`config.mk`:
```
export PLATFORM = sky130hd
export DESIGN_NAME = ps2_key_ctrl_flat
export DESIGN_NICKNAME = d
export VERILOG_FILES = /design/src/rtl/ps2_key_ctrl_if.sv /design/src/rtl/ps2_key_ctrl.sv /design/src/flat_wrapper.sv
export SDC_FILE = /design/constraint.sdc
export NUM_CORES = 1
export LEC_CHECK = 0
export BUFFER_PORTS_ARGS = -buffer_cell sky130_fd_sc_hd__buf_2
export CELL_PAD_IN_SITES_DETAIL_PLACEMENT = 1
export CELL_PAD_IN_SITES_GLOBAL_PLACEMENT = 1
export CORE_MARGIN = 2
export CORE_UTILIZATION = 33
export DETAILED_ROUTE_END_ITERATION = 6
export GPL_ROUTABILITY_DRIVEN = 0
export PLACE_DENSITY = 0.72
export SLEW_MARGIN = 20
export SYNTH_ARGS = -nofsm -noshare
export SYNTH_HDL_FRONTEND = slang
export SYNTH_SLANG_ARGS = --single-unit
```
`constraint.sdc`:
```
create_clock -name clk -period 1.6 [get_ports clk]
set_input_delay 0 -clock clk [delete_from_list [all_inputs] [get_ports clk]]
set_output_delay 0 -clock clk [all_outputs]
set_load 0.01 [all_outputs]
```
`src/rtl/ps2_key_ctrl_if.sv`:
```
// Handshake between the keyboard scan-code FIFO (master) and the key sequencer (slave).
interface ps2_key_ctrl_if;
  logic       ready;
  logic [7:0] data;
  logic       overflow;
  logic       nextdata_n;

  modport master (output ready, output data, output overflow, input nextdata_n);
  modport slave  (input ready, input data, input overflow, output nextdata_n);
endinterface

```
`src/rtl/ps2_key_ctrl.sv`:
```
// Pops Set-2 scan codes from the keyboard FIFO, folds E0/F0 prefixes into press/break
// events, tracks the held key, counts presses and keeps a sticky FIFO-overflow flag.
module ps2_key_ctrl #(
  parameter int CNT_W      = 8,
  parameter int GAP_CYCLES = 1,
  parameter bit IGNORE_RPT = 1'b1
) (
  input  logic             clk,
  input  logic             clrn,
  ps2_key_ctrl_if.slave    kbd,
  input  logic             ovf_clr,
  output logic             key_valid,
  output logic [7:0]       key_code,
  output logic             key_ext,
  output logic             key_down,
  output logic [CNT_W-1:0] key_count,
  output logic             disp_en,
  output logic             ovf_sticky
);

  localparam int GW = (GAP_CYCLES > 1) ? $clog2(GAP_CYCLES) : 1;
  localparam logic [GW-1:0] GAP_LAST = GW'(GAP_CYCLES - 1);

  typedef enum logic [1:0] {IDLE, POP, GAP} state_t;

  state_t          state_reg;
  logic [7:0]      byte_reg;
  logic            pend_ext_reg;
  logic            pend_brk_reg;
  logic [GW-1:0]   gap_cnt_reg;
  logic            same_key;

  assign same_key = (byte_reg == key_code) && (pend_ext_reg == key_ext);
  assign disp_en  = key_down;

  always_ff @(posedge clk or negedge clrn) begin
    if (!clrn) begin
      state_reg      <= IDLE;
      byte_reg       <= 8'h00;
      pend_ext_reg   <= 1'b0;
      pend_brk_reg   <= 1'b0;
      gap_cnt_reg    <= '0;
      kbd.nextdata_n <= 1'b1;
      key_valid      <= 1'b0;
      key_code       <= 8'h00;
      key_ext        <= 1'b0;
      key_down       <= 1'b0;
      key_count      <= '0;
      ovf_sticky     <= 1'b0;
    end else begin
      key_valid <= 1'b0;
      unique case (state_reg)
        IDLE: begin
          if (kbd.ready) begin
            byte_reg       <= kbd.data;
            kbd.nextdata_n <= 1'b0;
            state_reg      <= POP;
          end
        end
        POP: begin
          kbd.nextdata_n <= 1'b1;
          gap_cnt_reg    <= '0;
          state_reg      <= GAP;
          if (byte_reg == 8'hE0) begin
            pend_ext_reg <= 1'b1;
          end else if (byte_reg == 8'hF0) begin
            pend_brk_reg <= 1'b1;
          end else begin
            pend_ext_reg <= 1'b0;
            pend_brk_reg <= 1'b0;
            if (pend_brk_reg) begin
              // A break only releases the key currently recorded as held.
              if (same_key) key_down <= 1'b0;
            end else if (!(key_down && same_key && IGNORE_RPT)) begin
              key_code  <= byte_reg;
              key_ext   <= pend_ext_reg;
              key_down  <= 1'b1;
              key_count <= key_count + CNT_W'(1);
              key_valid <= 1'b1;
            end
          end
        end
        GAP: begin
          if (gap_cnt_reg == GAP_LAST) state_reg   <= IDLE;
          else                         gap_cnt_reg <= gap_cnt_reg + GW'(1);
        end
        default: state_reg <= IDLE;
      endcase

      // Overflow means bytes were lost: drop any half-built prefix so the stream resyncs.
      if (kbd.overflow) begin
        ovf_sticky   <= 1'b1;
        pend_ext_reg <= 1'b0;
        pend_brk_reg <= 1'b0;
      end else if (ovf_clr) begin
        ovf_sticky <= 1'b0;
      end
    end
  end

endmodule

```
`src/flat_wrapper.sv`:
```
// flat-port wrapper written by rule: the top's interface ports become plain ports
module ps2_key_ctrl_flat 
#(
  parameter int CNT_W      = 8,
  parameter int GAP_CYCLES = 1,
  parameter bit IGNORE_RPT = 1'b1
)
  (clk, clrn, ovf_clr, key_valid, key_code, key_ext, key_down, key_count, disp_en, ovf_sticky, kbd_ready, kbd_data, kbd_overflow, kbd_nextdata_n);
  ps2_key_ctrl_if kbd_i ();
  input  logic clk;
  input  logic clrn;
  input  logic ovf_clr;
  output logic key_valid;
  output logic [7:0] key_code;
  output logic key_ext;
  output logic key_down;
  output logic [CNT_W-1:0] key_count;
  output logic disp_en;
  output logic ovf_sticky;
  input wire logic [$bits(kbd_i.ready)-1:0] kbd_ready;
  input wire logic [$bits(kbd_i.data)-1:0] kbd_data;
  input wire logic [$bits(kbd_i.overflow)-1:0] kbd_overflow;
  output wire logic [$bits(kbd_i.nextdata_n)-1:0] kbd_nextdata_n;
  assign kbd_i.ready = kbd_ready;
  assign kbd_i.data = kbd_data;
  assign kbd_i.overflow = kbd_overflow;
  assign kbd_nextdata_n = kbd_i.nextdata_n;
  ps2_key_ctrl #(.CNT_W(CNT_W), .GAP_CYCLES(GAP_CYCLES), .IGNORE_RPT(IGNORE_RPT)) u_core (.clk(clk), .clrn(clrn), .kbd(kbd_i), .ovf_clr(ovf_clr), .key_valid(key_valid), .key_code(key_code), .key_ext(key_ext), .key_down(key_down), .key_count(key_count), .disp_en(disp_en), .ovf_sticky(ovf_sticky));
endmodule
```
-- Yosys cells after proc, flatten, opt, wreduce, memory -nomap -nowiden
Cells that the tools add are included.
- output and inout bits: 22
- register bits after elaboration: 34
- input bits: 13
- $add $sub $neg: 2
- reduce and logical (&&, ||, !) cells: 14
- multiplexer cells: 25
- eq/ne operators: 12
- bitwise gates (word level): 4
- operator list (cell ; number):
    1-bit 2-to-1 mux ; 20
    8-bit == test (second input constant) ; 2
    2-bit AND reduction ; 5
    5-bit AND reduction ; 2
    8-bit by 1-bit adder with 8-bit output (second input constant) ; 1
    8-bit == test ; 1
    2-bit != test (second input constant) ; 4
    2-bit nonzero test ; 4
    2-bit case mux with 3 select lines ; 1
    2-bit 2-to-1 mux ; 2
    1-bit inverter ; 4
    1-bit case mux with 2 select lines ; 2
    3-bit by 2-bit != test with 1-bit output (second input constant) ; 1
    2-bit by 1-bit == test with 1-bit output (second input constant) ; 1
    2-bit == test (second input constant) ; 1
    1-bit logical AND ; 2
    2-bit logical NOT ; 1
    2-bit by 1-bit != test with 1-bit output (second input constant) ; 1
    1-bit adder (second input constant) ; 1
    1-bit == test ; 1

-- Longest topological paths before layout
- depth in word-level cells: 8
- depth in mapped cells: 7

-- Worst setup path before layout
Ideal clock, no wire load.
- path type: reg2reg
- start point: register u_core.key_code[2]
- end point: register u_core.key_code[0]
- library setup time: 0.125 ns
- clock period less this slack: 1.781 ns
- cell stages (with the launch flop): 7
- setup slack: -0.181 ns
- buffers on the path: 1
- data arrival time: 1.656 ns
- cell sequence: dfrtp_1 > xor2_1 > nor4_4 > nand4_4 > nand2_4 > buf_12 > mux2_4
- cells in the longest elaborated chain, start to end: 5
- RTL lines (element ; line ; source):
    from (decl) ; ps2_key_ctrl.sv:13 ; output logic [7:0] key_code,
    from (signal assigned) ; ps2_key_ctrl.sv:75 ; key_code <= byte_reg;
    8-bit == test ; ps2_key_ctrl.sv:33 ; assign same_key = (byte_reg == key_code) && (pend_ext_reg == key_ext);
    1-bit logical AND ; ps2_key_ctrl.sv:33 ;
    1-bit logical AND ; ps2_key_ctrl.sv:74 ; end else if (!(key_down && same_key && IGNORE_RPT)) begin
    1-bit inverter (no source line) ; -- ;
    5-bit AND reduction (no source line) ; -- ;
Every way passes these cells.
A chain may end at the register's enable or synchronous reset.

-- Worst setup path after layout
- start point: register u_core.byte_reg[1]
- end point: register u_core.key_code[6]
- cells in the longest elaborated chain, start to end: 5
- elaborated cells on any way between the ends: 9
- those cells by class: eq/ne: 3; bitwise: 3; reduce/logical: 3
- RTL lines (element ; line ; source):
    from (decl) ; ps2_key_ctrl.sv:27 ; logic [7:0] byte_reg;
    from (signal assigned) ; ps2_key_ctrl.sv:55 ; byte_reg <= kbd.data;
    8-bit == test ; ps2_key_ctrl.sv:33 ;
    1-bit logical AND ; ps2_key_ctrl.sv:33 ;
    1-bit logical AND ; ps2_key_ctrl.sv:74 ;
    1-bit inverter (no source line) ; -- ;
    5-bit AND reduction (no source line) (*) ; -- ;
Every way passes the cells marked *; elsewhere a longest branch is shown, timed or not.

==> qor.csv <==
metric;value;unit
io_buffer_count;34;
via_per_inst;4.72;
hold_start;kbd_ready;
violations;negative setup slack;
yosysTopAreaCell;dfrtp_1;
synth_nets;123;
synth_cell_types;32;
crit_path_end_kind;flop;
fp.coreArea;4380;µm²
grt_pass1_wl;5.79;mm
skew;0.00366;ns
crit_required;1.77;ns
ios;35;
r2r-start;u_core.byte_reg[1];
rows;24;
drtPass1Iterations;4;
die_h;71.6;µm
synth_cells;109;
run_status;finished with violations;
yosys_warnings;0;
min_path_type;input pin to flop;
timing.final.ws_setup;-0.151;ns
critPathLaunchType;flop;
ant_nets;0;
fin_crit_sh;109;%
wl_per_cell;14.6;µm
hold_end;u_core.state_reg[0];
grt_usage;14.7;%
antenna_found_initial;0;
diodes;0;
tightest_slew;0.733;ns
gr-usage-met2;24.5;%
leakage;1.08;nW
syn_avg_cell_area;13.8;µm²
slew_headroom;51.2;%
rsz0062_at_grt;yes;
die_x;71.6;µm
critPathLaunch;u_core.byte_reg[1];
num_vias;1128;
finalHoldViolations;0;
hold_depth;3;
setup_violations;18;
place_hpwl;2.47;mm
final_nets;200;
netlist_area;1510;µm²
synth_top_area_share;53.2;%
power_density;1620;nW/µm²
grt_overflow;0;
wirelength;3.48;mm
synth_top_flop_cell;dfrtp_1;
clk_pin_slew_worst_paths;0.07;ns
synthTopCellsByArea;dfrtp_1 (53%), mux2_4 (8.0%), mux2_2 (7.5%);
cts-root-buf;clkbuf_8;
cp_data_arrival_time;1.92;ns
ys_seq_area_share;54.9;%
fmax;571;MHz
final.min_clock_period;1.75;ns
cp_max_fo;5;
syn_to_final_growth;43.9;%
global_route.usage.met3;3.52;%
cts_buffer_depth;2;
grt.busiest_layer;met2;
async_flop_share;100;%
reg2reg_to;u_core.key_code[6];
h-tree-depth;2;
drv_cap;0;
ys_ff_latch;33;
regToRegSetupSlack;-0.15;ns
clock_sinks;33;
grt_pass1_vias;1189;
fin_tns_setup;-1.82;ns
slew_viol_final;0;
die-area;5120;µm²
clk_latency;0.28;ns
whs;0.159;ns
synth_edf_count;0;
cts_tree;built;
drt_iter0_drc;60;
drc;0;
ir_drop;0.698;mV
grt_max_degree;34;
gr-usage-met1;18.9;%
start_util;34.4;%
cts_inserted_buffers;5;
crit_type;flop to flop;
r2r_cells;5;
layout-drive-gt1-share;52.4;%
[critical path: stages, from the launching register on]
cell and delay, ns:
dfrtp_1 0.41, xor2_1 0.19, nor4_4 0.35, nand4_4 0.20, nand2_4 0.18, mux2_4 0.30
[cells by family (layout without fill, tap and decap cells)]
group | count (synthesis) | count (layout) | synth area share, %
AO/OA/AOI/OAI | 5 | 5 | 2.33
XOR/XNOR | 16 | 16 | 9.30
adder cells (fa/ha/maj) | 1 | 1 | 0.830
buffers and inverters | 8 | 85 | 3.82
flip-flops | 33 | 33 | 54.9
multiplexers | 18 | 18 | 15.4
AND/OR/NAND/NOR | 28 | 29 | 13.4
[placed cells by master (no fill, tap or decap)]
master         synthesis  routed
buf_2                  0      34
dfrtp_1               32      32
buf_4                  1      25
dlygate4sd3_1          0      11
mux2_4                 8      10
xor2_1                 9       8
mux2_2                10       8
xnor2_1                7       7
clkbuf_8               0       7
nand4_1                5       5
nor2_1                 4       4
inv_1                  4       4
nor3_1                 3       3
nand3_1                3       3
and3_1                 3       3
buf_6                  1       3
and4b_1                1       1
or2b_1                 1       1
a21oi_2                1       1
and2b_2                0       1
nor3_2                 1       1
xor2_2                 0       1
nor4_4                 1       1
nand4_4                1       1
nand2_8                0       1
and2_1                 1       1
nand2_1                1       1
nor3b_1                1       1
a21o_1                 1       1
a21o_2                 1       1
o21ai_0                1       1
a21oi_1                1       1
ha_1                   1       1
clkinv_2               0       1
nand2_4                1       1
dfstp_2                1       1
[layer usage]
layer	part of all wire, %	vias to the layer above
met5	0	-
met2	50	34
li1	-	532
met4	1.3	0
met1	44	557
met3	4.9	5
[synth_stat cells (3+ instances only)]
master   number
dfrtp_1      32
mux2_2       10
xor2_1        9
mux2_4        8
xnor2_1       7
nand4_1       5
inv_1         4
nor2_1        4
and3_1        3
nand3_1       3
nor3_1        3
[power by group]
group	total (mW)	switching [mW]	internal (mW)
Sequential	1.34	0.244	1.09
Clock	0.698	0.309	0.389
Combinational	1.48	0.634	0.845
Total	3.51	1.19	2.33
[metrics by stage]
step,setup slack [ns],util (%),cells,total power [mW],area [µm²]
2_1_floorplan,-0.160,-,109,2.07,1510
3_3_place_gp,-0.108,42.5,213,2.63,1860
3_5_place_dp,-0.192,42.5,213,2.71,1860
4_1_cts,-0.145,49.1,237,3.53,2150
5_1_grt,-0.208,49.5,239,3.71,2170
6_report,-0.151,49.5,239,3.51,2170
[how the worst max path moves through the flow]
stage,endpoint,cells after the start,slack (ns)
floorplan,u_core.key_code[0],6,-0.16
global placement,u_core.key_code[4],5,-0.11
detailed placement,u_core.key_code[4],5,-0.19
CTS,u_core.key_ext,5,-0.15
global route,u_core.key_ext,5,-0.21
finish,u_core.key_code[6],5,-0.15
[what timing repair did]
item / in CTS / in global routing
hold endpoints to repair: 43 / 0
pin swaps: 6 / 5
gates cloned: 1 / 0
resized for setup: 8 / 0
setup buffers: 4 / 2
setup endpoints to repair: 17 / 19
hold buffers: 11 / 0
[layout make-up]
class	count	area, µm²
timing repair buffer	73	502
tap	52	65.1
multi-input combinational	69	658
inverter	4	15.0
sequential	33	827
clock inverter	1	5.00
fill	469	2220
clock buffer	7	96.3
Power figures use the tool's default switching activity.
